$ cat src/rtl/fab_reset_sequencer.sv
// fab_reset_sequencer: holds the fabric in reset until the CCC lock is stable,
// then releases FAB_RESET and, after a fixed delay, PERIPH_RESET_N.
// Lock loss or a software request re-asserts the resets.
module fab_reset_sequencer #(
   parameter int unsigned LOCK_FILT_CYC  = 1024,
   parameter int unsigned PERIPH_DLY_CYC = 50000,
   parameter int unsigned SW_PULSE_CYC   = 64,
   parameter int unsigned CNT_W          = 16
) (
   input  logic       CLK_BASE,
   input  logic       RESET,
   input  logic       FAB_PLL_LOCK,
   input  logic       SW_RESET_REQ,
   output logic       FAB_RESET,
   output logic       PERIPH_RESET_N,
   output logic       INIT_DONE,
   output logic [2:0] STATE,
   output logic [7:0] LOCK_LOSS_CNT
);

   localparam int unsigned ST_W    = 3;
   localparam int unsigned LOSS_W  = 8;

   localparam logic [ST_W-1:0] ST_HOLD      = 3'd0;
   localparam logic [ST_W-1:0] ST_WAIT_LOCK = 3'd1;
   localparam logic [ST_W-1:0] ST_FILTER    = 3'd2;
   localparam logic [ST_W-1:0] ST_FAB_REL   = 3'd3;
   localparam logic [ST_W-1:0] ST_RUN       = 3'd4;
   localparam logic [ST_W-1:0] ST_SW_HOLD   = 3'd5;

   // Terminal counts for the shared delay counter
   localparam logic [CNT_W-1:0] FILT_LAST   = CNT_W'(LOCK_FILT_CYC - 1);
   localparam logic [CNT_W-1:0] PERIPH_LAST = CNT_W'(PERIPH_DLY_CYC - 1);
   localparam logic [CNT_W-1:0] SW_LAST     = CNT_W'(SW_PULSE_CYC - 1);
   localparam logic [LOSS_W-1:0] LOSS_MAX   = {LOSS_W{1'b1}};

   logic rst_meta_q;
   logic rst_s_q;
   logic lock_meta_q;
   logic lock_s_q;

   logic [ST_W-1:0]   state_q,          state_d;
   logic [CNT_W-1:0]  cnt_q,            cnt_d;
   logic [LOSS_W-1:0] loss_cnt_q,       loss_cnt_d;
   logic              fab_reset_q,      fab_reset_d;
   logic              periph_reset_n_q, periph_reset_n_d;
   logic              init_done_q,      init_done_d;

   // Reset synchronizer: asserts asynchronously, releases after two edges
   always_ff @(posedge CLK_BASE or posedge RESET) begin
      if (RESET) begin
         rst_meta_q <= 1'b1;
         rst_s_q    <= 1'b1;
      end else begin
         rst_meta_q <= 1'b0;
         rst_s_q    <= rst_meta_q;
      end
   end

   // Lock synchronizer: FAB_PLL_LOCK is asynchronous to CLK_BASE
   always_ff @(posedge CLK_BASE or posedge rst_s_q) begin
      if (rst_s_q) begin
         lock_meta_q <= 1'b0;
         lock_s_q    <= 1'b0;
      end else begin
         lock_meta_q <= FAB_PLL_LOCK;
         lock_s_q    <= lock_meta_q;
      end
   end

   // Next-state, delay counter and lock-loss counter
   always_comb begin
      state_d    = state_q;
      cnt_d      = cnt_q;
      loss_cnt_d = loss_cnt_q;

      case (state_q)
         ST_HOLD: begin
            state_d = ST_WAIT_LOCK;
            cnt_d   = '0;
         end

         ST_WAIT_LOCK: begin
            if (lock_s_q) begin
               state_d = ST_FILTER;
               cnt_d   = '0;
            end
         end

         ST_FILTER: begin
            if (!lock_s_q) begin
               state_d = ST_WAIT_LOCK;
               cnt_d   = '0;
            end else if (cnt_q == FILT_LAST) begin
               state_d = ST_FAB_REL;
               cnt_d   = '0;
            end else begin
               cnt_d = cnt_q + CNT_W'(1);
            end
         end

         ST_FAB_REL, ST_RUN: begin
            // Lock loss has priority over a software request
            if (!lock_s_q) begin
               state_d = ST_WAIT_LOCK;
               cnt_d   = '0;
               if (loss_cnt_q != LOSS_MAX) begin
                  loss_cnt_d = loss_cnt_q + LOSS_W'(1);
               end
            end else if (SW_RESET_REQ) begin
               state_d = ST_SW_HOLD;
               cnt_d   = '0;
            end else if (state_q == ST_FAB_REL) begin
               if (cnt_q == PERIPH_LAST) begin
                  state_d = ST_RUN;
                  cnt_d   = '0;
               end else begin
                  cnt_d = cnt_q + CNT_W'(1);
               end
            end
         end

         ST_SW_HOLD: begin
            // Runs its full length regardless of lock
            if (cnt_q == SW_LAST) begin
               state_d = ST_WAIT_LOCK;
               cnt_d   = '0;
            end else begin
               cnt_d = cnt_q + CNT_W'(1);
            end
         end

         default: begin
            state_d = ST_WAIT_LOCK;
            cnt_d   = '0;
         end
      endcase
   end

   // Output decode from the next state so outputs change with the state
   always_comb begin
      fab_reset_d      = 1'b1;
      periph_reset_n_d = 1'b0;
      init_done_d      = 1'b0;
      if (state_d == ST_FAB_REL) begin
         fab_reset_d = 1'b0;
      end else if (state_d == ST_RUN) begin
         fab_reset_d      = 1'b0;
         periph_reset_n_d = 1'b1;
         init_done_d      = 1'b1;
      end
   end

   // FSM, counters and registered outputs
   always_ff @(posedge CLK_BASE or posedge rst_s_q) begin
      if (rst_s_q) begin
         state_q          <= ST_HOLD;
         cnt_q            <= '0;
         loss_cnt_q       <= '0;
         fab_reset_q      <= 1'b1;
         periph_reset_n_q <= 1'b0;
         init_done_q      <= 1'b0;
      end else begin
         state_q          <= state_d;
         cnt_q            <= cnt_d;
         loss_cnt_q       <= loss_cnt_d;
         fab_reset_q      <= fab_reset_d;
         periph_reset_n_q <= periph_reset_n_d;
         init_done_q      <= init_done_d;
      end
   end

   assign FAB_RESET      = fab_reset_q;
   assign PERIPH_RESET_N = periph_reset_n_q;
   assign INIT_DONE      = init_done_q;
   assign STATE          = state_q;
   assign LOCK_LOSS_CNT  = loss_cnt_q;

endmodule

$ cat config.mk
export PLATFORM = sky130hd
export DESIGN_NAME = fab_reset_sequencer
export DESIGN_NICKNAME = d
export VERILOG_FILES = /design/src/rtl/fab_reset_sequencer.sv
export SDC_FILE = /design/constraint.sdc
export NUM_CORES = 1
export LEC_CHECK = 0
export CORE_UTILIZATION = 50
export DETAILED_ROUTE_END_ITERATION = 12
export PLACE_DENSITY = 0.72
export SKIP_LAST_GASP = 1
export SLEW_MARGIN = 20
export SYNTH_ARGS = -nofsm -noshare
export SYNTH_HDL_FRONTEND = slang
export SYNTH_SLANG_ARGS = --single-unit
$ cat constraint.sdc
create_clock -name CLK_BASE -period 1.3 [get_ports CLK_BASE]
set_input_delay 0.26 -clock CLK_BASE [delete_from_list [all_inputs] [get_ports CLK_BASE]]
set_output_delay 0.26 -clock CLK_BASE [all_outputs]
set_load 0.005 [all_outputs]
Yosys cells after proc, flatten, opt, wreduce, memory -nomap -nowiden
Cells that the tools add are included.
Word-level totals
  bits in registers: 33
  input port bits: 4
  output and inout bits: 14
  word-level logic and storage cells: 50
Operators by class
  add/sub/neg operators: 2
  equality and inequality tests: 13
  muxes and demuxes: 22
  bitwise logic cells: 1
  reduce and logical (&&, ||, !) cells: 3
Operators by type and width (number)
  two-way mux 16 bit: 8
  one-hot mux 16 bit (4 select lines): 1
  two-way mux 3 bit: 8
  adder 16 x 1 -> 16 bit, second input constant: 1
  equality test 16 x 10 -> 1 bit, second input constant: 1
  equality test 16 bit, second input constant: 1
  equality test 16 x 6 -> 1 bit, second input constant: 1
  one-hot mux 3 bit (4 select lines): 1
  equality test 3 x 2 -> 1 bit, second input constant: 3
  equality test 3 bit, second input constant: 3
  adder 8 x 1 -> 8 bit, second input constant: 1
  inequality test 8 bit, second input constant: 1
  two-way mux 1 bit: 4
  inequality test 4 bit, second input constant: 1
  equality test 3 x 1 -> 1 bit, second input constant: 1
  AND reduction 3 bit: 1
  inequality test 2 bit, second input constant: 1
  AND reduction 2 bit: 1
  OR reduction 2 bit: 1
  NOT 1 bit: 1

Logic depth before layout (Yosys ltp)
  depth in word-level cells: 9
  gate-level depth with buffers: 8
  mapped depth without buffers: 6

Least setup slack after synthesis
OpenSTA, ideal clock, no wires.
  kind: register to register
  start point: register cnt_q[0]
  end point: register cnt_q[15]
  library setup time: 0.119 ns
  data arrival time: 1.729 ns
  required time: 1.181 ns
  slack: -0.548 ns
  cell stages (with the launch flop): 9
  path buffers: 2
  period minus slack after synthesis: 1.848 ns
  cells stage by stage: dfrtp_1 -> ha_1 -> nand3_2 -> nor4_1 -> a31o_2 -> and3b_1 -> buf_6 -> buf_6 -> nor2_1
Between the ends
  longest elaborated chain between the ends: 6
  elaborated cells on any way between the ends: 12
  classes of those cells: add/sub: 1; eq/ne: 3; mux: 8
Ends and longest elaborated chain
  start: declaration: line 43  | logic [CNT_W-1:0] cnt_q, cnt_d;
  start signal: assignment: line 165  | cnt_q <= cnt_d;
  adder 16 x 1 -> 16 bit / equality test 16 bit (equally long branches)
  two-way mux 16 bit: line 114  | if (cnt_q == PERIPH_LAST) begin
  two-way mux 16 bit: line 113  | end else if (state_q == ST_FAB_REL) begin
  two-way mux 16 bit: line 110  | end else if (SW_RESET_REQ) begin
  two-way mux 16 bit: line 104  | if (!lock_s_q) begin
  one-hot mux 16 bit (4 select lines) (*): line 77  | case (state_q)
Mark *: on every way between the ends. The rest lies on a longest branch, timed or not. The select of a mux whose other input is x is not followed.
A chain may end at the register's enable or synchronous reset.

Worst setup path in the final report
  start point: register cnt_q[12]
  end point: register cnt_q[2]
Between the ends
  longest elaborated chain between the ends: 6
  elaborated cells on any way between the ends: 11
  classes of those cells: eq/ne: 3; mux: 8
Ends and longest elaborated chain (line)
  equality test 16 bit: 114
  two-way mux 16 bit: 114
  two-way mux 16 bit: 113
  two-way mux 16 bit: 110
  two-way mux 16 bit: 104
  one-hot mux 16 bit (4 select lines) (*): 77
Marks and branches as above.

==> qor_table.md <==
| Result | This run |
|---|---|
| Setup Crit Path Kind | reg2reg |
| Leakage power figure | 1.244 nW |
| Maximum vdd drop | 0.6977 mV |
| Number of nets in the layout | 258 |
| TritonCTS clock tree | yes |
| Post-CTS Hold Buffers | 0 |
| All-layer global routing usage | 28.96% |
| Share of total power in sequential cells | 58.7% |
| Comb power frac | 2.9% |
| Drt initial violations | 131 |
| Number of antenna cells inserted | 0 |
| Number of cells produced by synthesis | 169 |
| Clock-pin slew reported for the worst setup and hold paths after clock tree synthesis | 100 ps |
| Yosys warnings | 0 |
| Nets in the synthesized netlist | 175 |
| Final instance area | 0.002639 mm2 |
| Worst stage delay on the critical path | 530 ps |
| CP Data Required Time | 1530 ps |
| Library cell with the largest summed area after synthesis | sky130_fd_sc_hd__dfrtp_1 |
| Die outline height | 61.11 um |
| Largest fanout of any net on the critical path | 15 |
| Number of failing hold endpoints at the final stage | 0 |
| Max Cap Violations | 0 |
| Maximum number of pins on one net before global-route repair | 21 |
| Most common flop cell mapped by yosys | sky130_fd_sc_hd__dfrtp_1 |
| Std-Cell Core Area | 0.003337 mm2 |
| Sequential share of the synthesized area | 47.49% |
| Most frequent standard cell in the layout excluding fill and tap cells | sky130_fd_sc_hd__buf_4 |
| Area after DPL | 0.002354 mm2 |
| Total of endpoints with negative setup slack in the final report | 31 |
| Die Footprint | 0.003734 mm2 |
| Worst Setup Slack, final | -604.5 ps |
| Total routed wirelength | 5.031 mm |
| Number of clock buffers inserted by TritonCTS | 5 |
| Routed length per placed instance | 16.83 um |
| Detail Route Antenna Nets | 0 |
| Worst Reg2Reg Path Length in Cells | 6 |
| Latest clock arrival within the worst-skew pair | 360 ps |
| Crit path max-delay cell type | sky130_fd_sc_hd__or4b_4 |
| RSZ-0062 raised after global routing | yes |
| Violations in the final reports | negative setup slack |
| PD cells | 669.2 mW/mm2 |
| Tightest Hold Check Type | in2async |
| Total overflow reported by the global router | 0 |
| CTS Root Buffer Type | sky130_fd_sc_hd__clkbuf_4 |
| Average size of a mapped cell | 10.34 um2 |
| Share of synthesized flip-flops with an asynchronous set or reset | 100.0% |
| Global-route wire length before repair | 7.569 mm |
| Internal Dissipation | 1.368 mW |
| CTS H-Tree Depth | 2 |
| Cell row count | 21 |
| Total count of max-transition violations in the final report | 0 |
| R2r endpoint | cnt_q[2]$_DFFE_PP0P_ |
| Type of destination of the critical path | flip-flop |
| Outcome | finished with violations |
| Multi-input gate area | 942.2 um2 |
| Number of antenna violations at the first check in global routing | 0 |
| Min cycle time layout | 1904 ps |
| FF+latch count, synth | 33 |
| Count of unique library cells instantiated by Yosys | 47 |
| Effective utilization at floorplan | 52.34% |
| Vias | 1,656 |
| Via-per-instance ratio | 5.538 |
| FF-to-FF setup slack | -600 ps |
| Post-synthesis instance area | 0.001747 mm2 |
| CTS Buffer Depth | 2 |
| Critical path startpoint category | flip-flop |
| Setup skew after layout | 19.96 ps |
| Reg-to-reg critical path startpoint | cnt_q[12]$_DFFE_PP0P_ |
| Horizontal extent of the die | 61.11 um |
| Share of post-route cells with drive strength above 1 | 43.48% |
| Synth-to-layout area growth | 51.07% |
| Final standard cell count with taps included and fillers excluded | 299 |
| Register area | 830.8 um2 |
| Fill count | 204 |
| Iteration count of the initial detailed-routing pass | 4 |
| Power spent charging and discharging nets | 397.8 uW |
| I/O pins | 18 |
| Share of total power in the clock network | 38.3% |
| Maximum clock rate | 525.1 MHz |
| Share of the synthesized area in the top cell type | 42.98% |
| Cell types with the largest area share after synthesis | sky130_fd_sc_hd__dfrtp_1 (43%), sky130_fd_sc_hd__xnor2_1 (11%), sky130_fd_sc_hd__dfstp_2 (4.5%), sky130_fd_sc_hd__nor2_1 (4.3%), sky130_fd_sc_hd__nand4_1 (3.6%) |
| DRC violations left | 0 |
| Arrival time at the worst endpoint | 2130 ps |
| Via count of the first global-routing pass | 1,649 |
| Leading cell types in the layout, fill and taps excluded | sky130_fd_sc_hd__buf_4 (51), sky130_fd_sc_hd__dfrtp_1 (29), sky130_fd_sc_hd__buf_6 (22) |
| Post-detailed-placement half-perimeter wirelength | 3.079 mm |
| Switching Fraction | 22.53% |
| Final clock period utilization by the worst path | 146.5% |
| Placed Cells incl. Taps | 275 |
| Routability congestion estimate | 0.9496 |
| IO buf count | 17 |
| Cells along the critical path | or4b_4 > nor4_4 > a211o_1 > and3b_2 > buf_12 > nor2_1 |
| Number of flops mapped to enable cells by yosys | 0 |
| Total clock sinks | 33 |
## per-stage QoR
step	hold WS, ps	worst slack (ps)	utilization (%)	setup TNS [ps]	total power [mW]
after floorplan	171.5	-529.9	-	-11930	1.078
after global placement	261.6	-554.4	70.53	-12610	1.107
after detailed placement	259.4	-598.2	70.53	-13760	1.108
after CTS	224.8	-587.0	79.04	-14110	1.764
after global routing	247.3	-699.9	79.08	-16700	1.820
final	229.5	-604.5	79.08	-14560	1.766
## power groups by stage
stage / Combinational (mW) / Sequential (mW) / Clock (mW)
5_1_grt: 0.0581 / 1.04 / 0.723
2_1_floorplan: 0.0229 / 1.06 / 0
3_3_place_gp: 0.0499 / 1.06 / 0
3_5_place_dp: 0.0508 / 1.06 / 0
4_1_cts: 0.0510 / 1.04 / 0.675
6_report: 0.0516 / 1.04 / 0.677
## worst max-delay path: cells and delay by family, from the launching register on
kind / cells / cell delay, ps
AO/OA/AOI/OAI: 1 / 220
buffers and inverters: 1 / 140
flip-flops: 1 / 420
AND/OR/NAND/NOR: 4 / 1000
## worst max path at each step
stage | startpoint | endpoint | slack [ps]
6_report | cnt_q[12]$_DFFE_PP0P_ | cnt_q[2]$_DFFE_PP0P_ | -600
5_1_grt | cnt_q[12]$_DFFE_PP0P_ | cnt_q[1]$_DFFE_PP0P_ | -700
4_1_cts | cnt_q[12]$_DFFE_PP0P_ | cnt_q[7]$_DFFE_PP0P_ | -590
3_5_place_dp | cnt_q[12]$_DFFE_PP0P_ | FAB_RESET$_DFF_PP1_ | -600
3_3_place_gp | cnt_q[12]$_DFFE_PP0P_ | FAB_RESET$_DFF_PP1_ | -550
2_1_floorplan | cnt_q[5]$_DFFE_PP0P_ | cnt_q[15]$_DFFE_PP0P_ | -530
## sequential cells by signal (all words and copies together) (netlist names)
signal,flops
cnt_q,16
rst_s_q,1
INIT_DONE,1
rst_meta_q,1
FAB_RESET,1
STATE,3
lock_s_q,1
lock_meta_q,1
LOCK_LOSS_CNT,8
## what timing repair did
| action | in CTS | in global routing |
|---|---|---|
| resized for setup | 70 | 15 |
| pin swaps | 16 | 8 |
| hold endpoints to repair | 0 | 0 |
| endpoints found under the setup margin | 43 | 41 |
| buffers inserted | 19 | 2 |
## final cells by class
type	count	share of cell area, %
multi-input cells	126	35.70
repair buffers	84	27.69
flip-flops and latches	33	31.48
well taps	46	2.181
clock inverters	1	0.1897
clock buffers	7	2.466
inverters	2	0.2845
## synth_stat cells, types with 4 or more instances
cell	number
sky130_fd_sc_hd__nor2_1	20
sky130_fd_sc_hd__and3_1	4
sky130_fd_sc_hd__nand4_1	10
sky130_fd_sc_hd__dfrtp_1	30
sky130_fd_sc_hd__nor4_1	5
sky130_fd_sc_hd__nand3_1	4
sky130_fd_sc_hd__nor3_1	8
sky130_fd_sc_hd__xnor2_1	21
sky130_fd_sc_hd__nand2_1	8
## kinds of logic (layout without fill, tap and decap cells)
kind of cell / count (synthesis) / count (layout) / share of synthesized area, %
other: 1 / 1 / 0.2147
AND/OR/NAND/NOR: 82 / 82 / 27.08
buffers and inverters: 10 / 94 / 3.653
AO/OA/AOI/OAI: 17 / 17 / 7.880
multiplexers: 2 / 2 / 1.218
XOR/XNOR: 22 / 22 / 11.03
adder cells (fa/ha/maj): 2 / 2 / 1.432
flip-flops: 33 / 33 / 47.49
## layer usage
| layer | GRT usage [%] | share of wire, % | vias up |
|---|---|---|---|
| met1 | 34.10 | 41 | 821 |
| met4 | 14.61 | 2.6 | 0 |
| li1 | - | - | 769 |
| met5 | 0 | 0 | - |
| met2 | 48.60 | 52 | 53 |
| met3 | 7.983 | 4.5 | 13 |
Power figures use the tool's default switching activity.
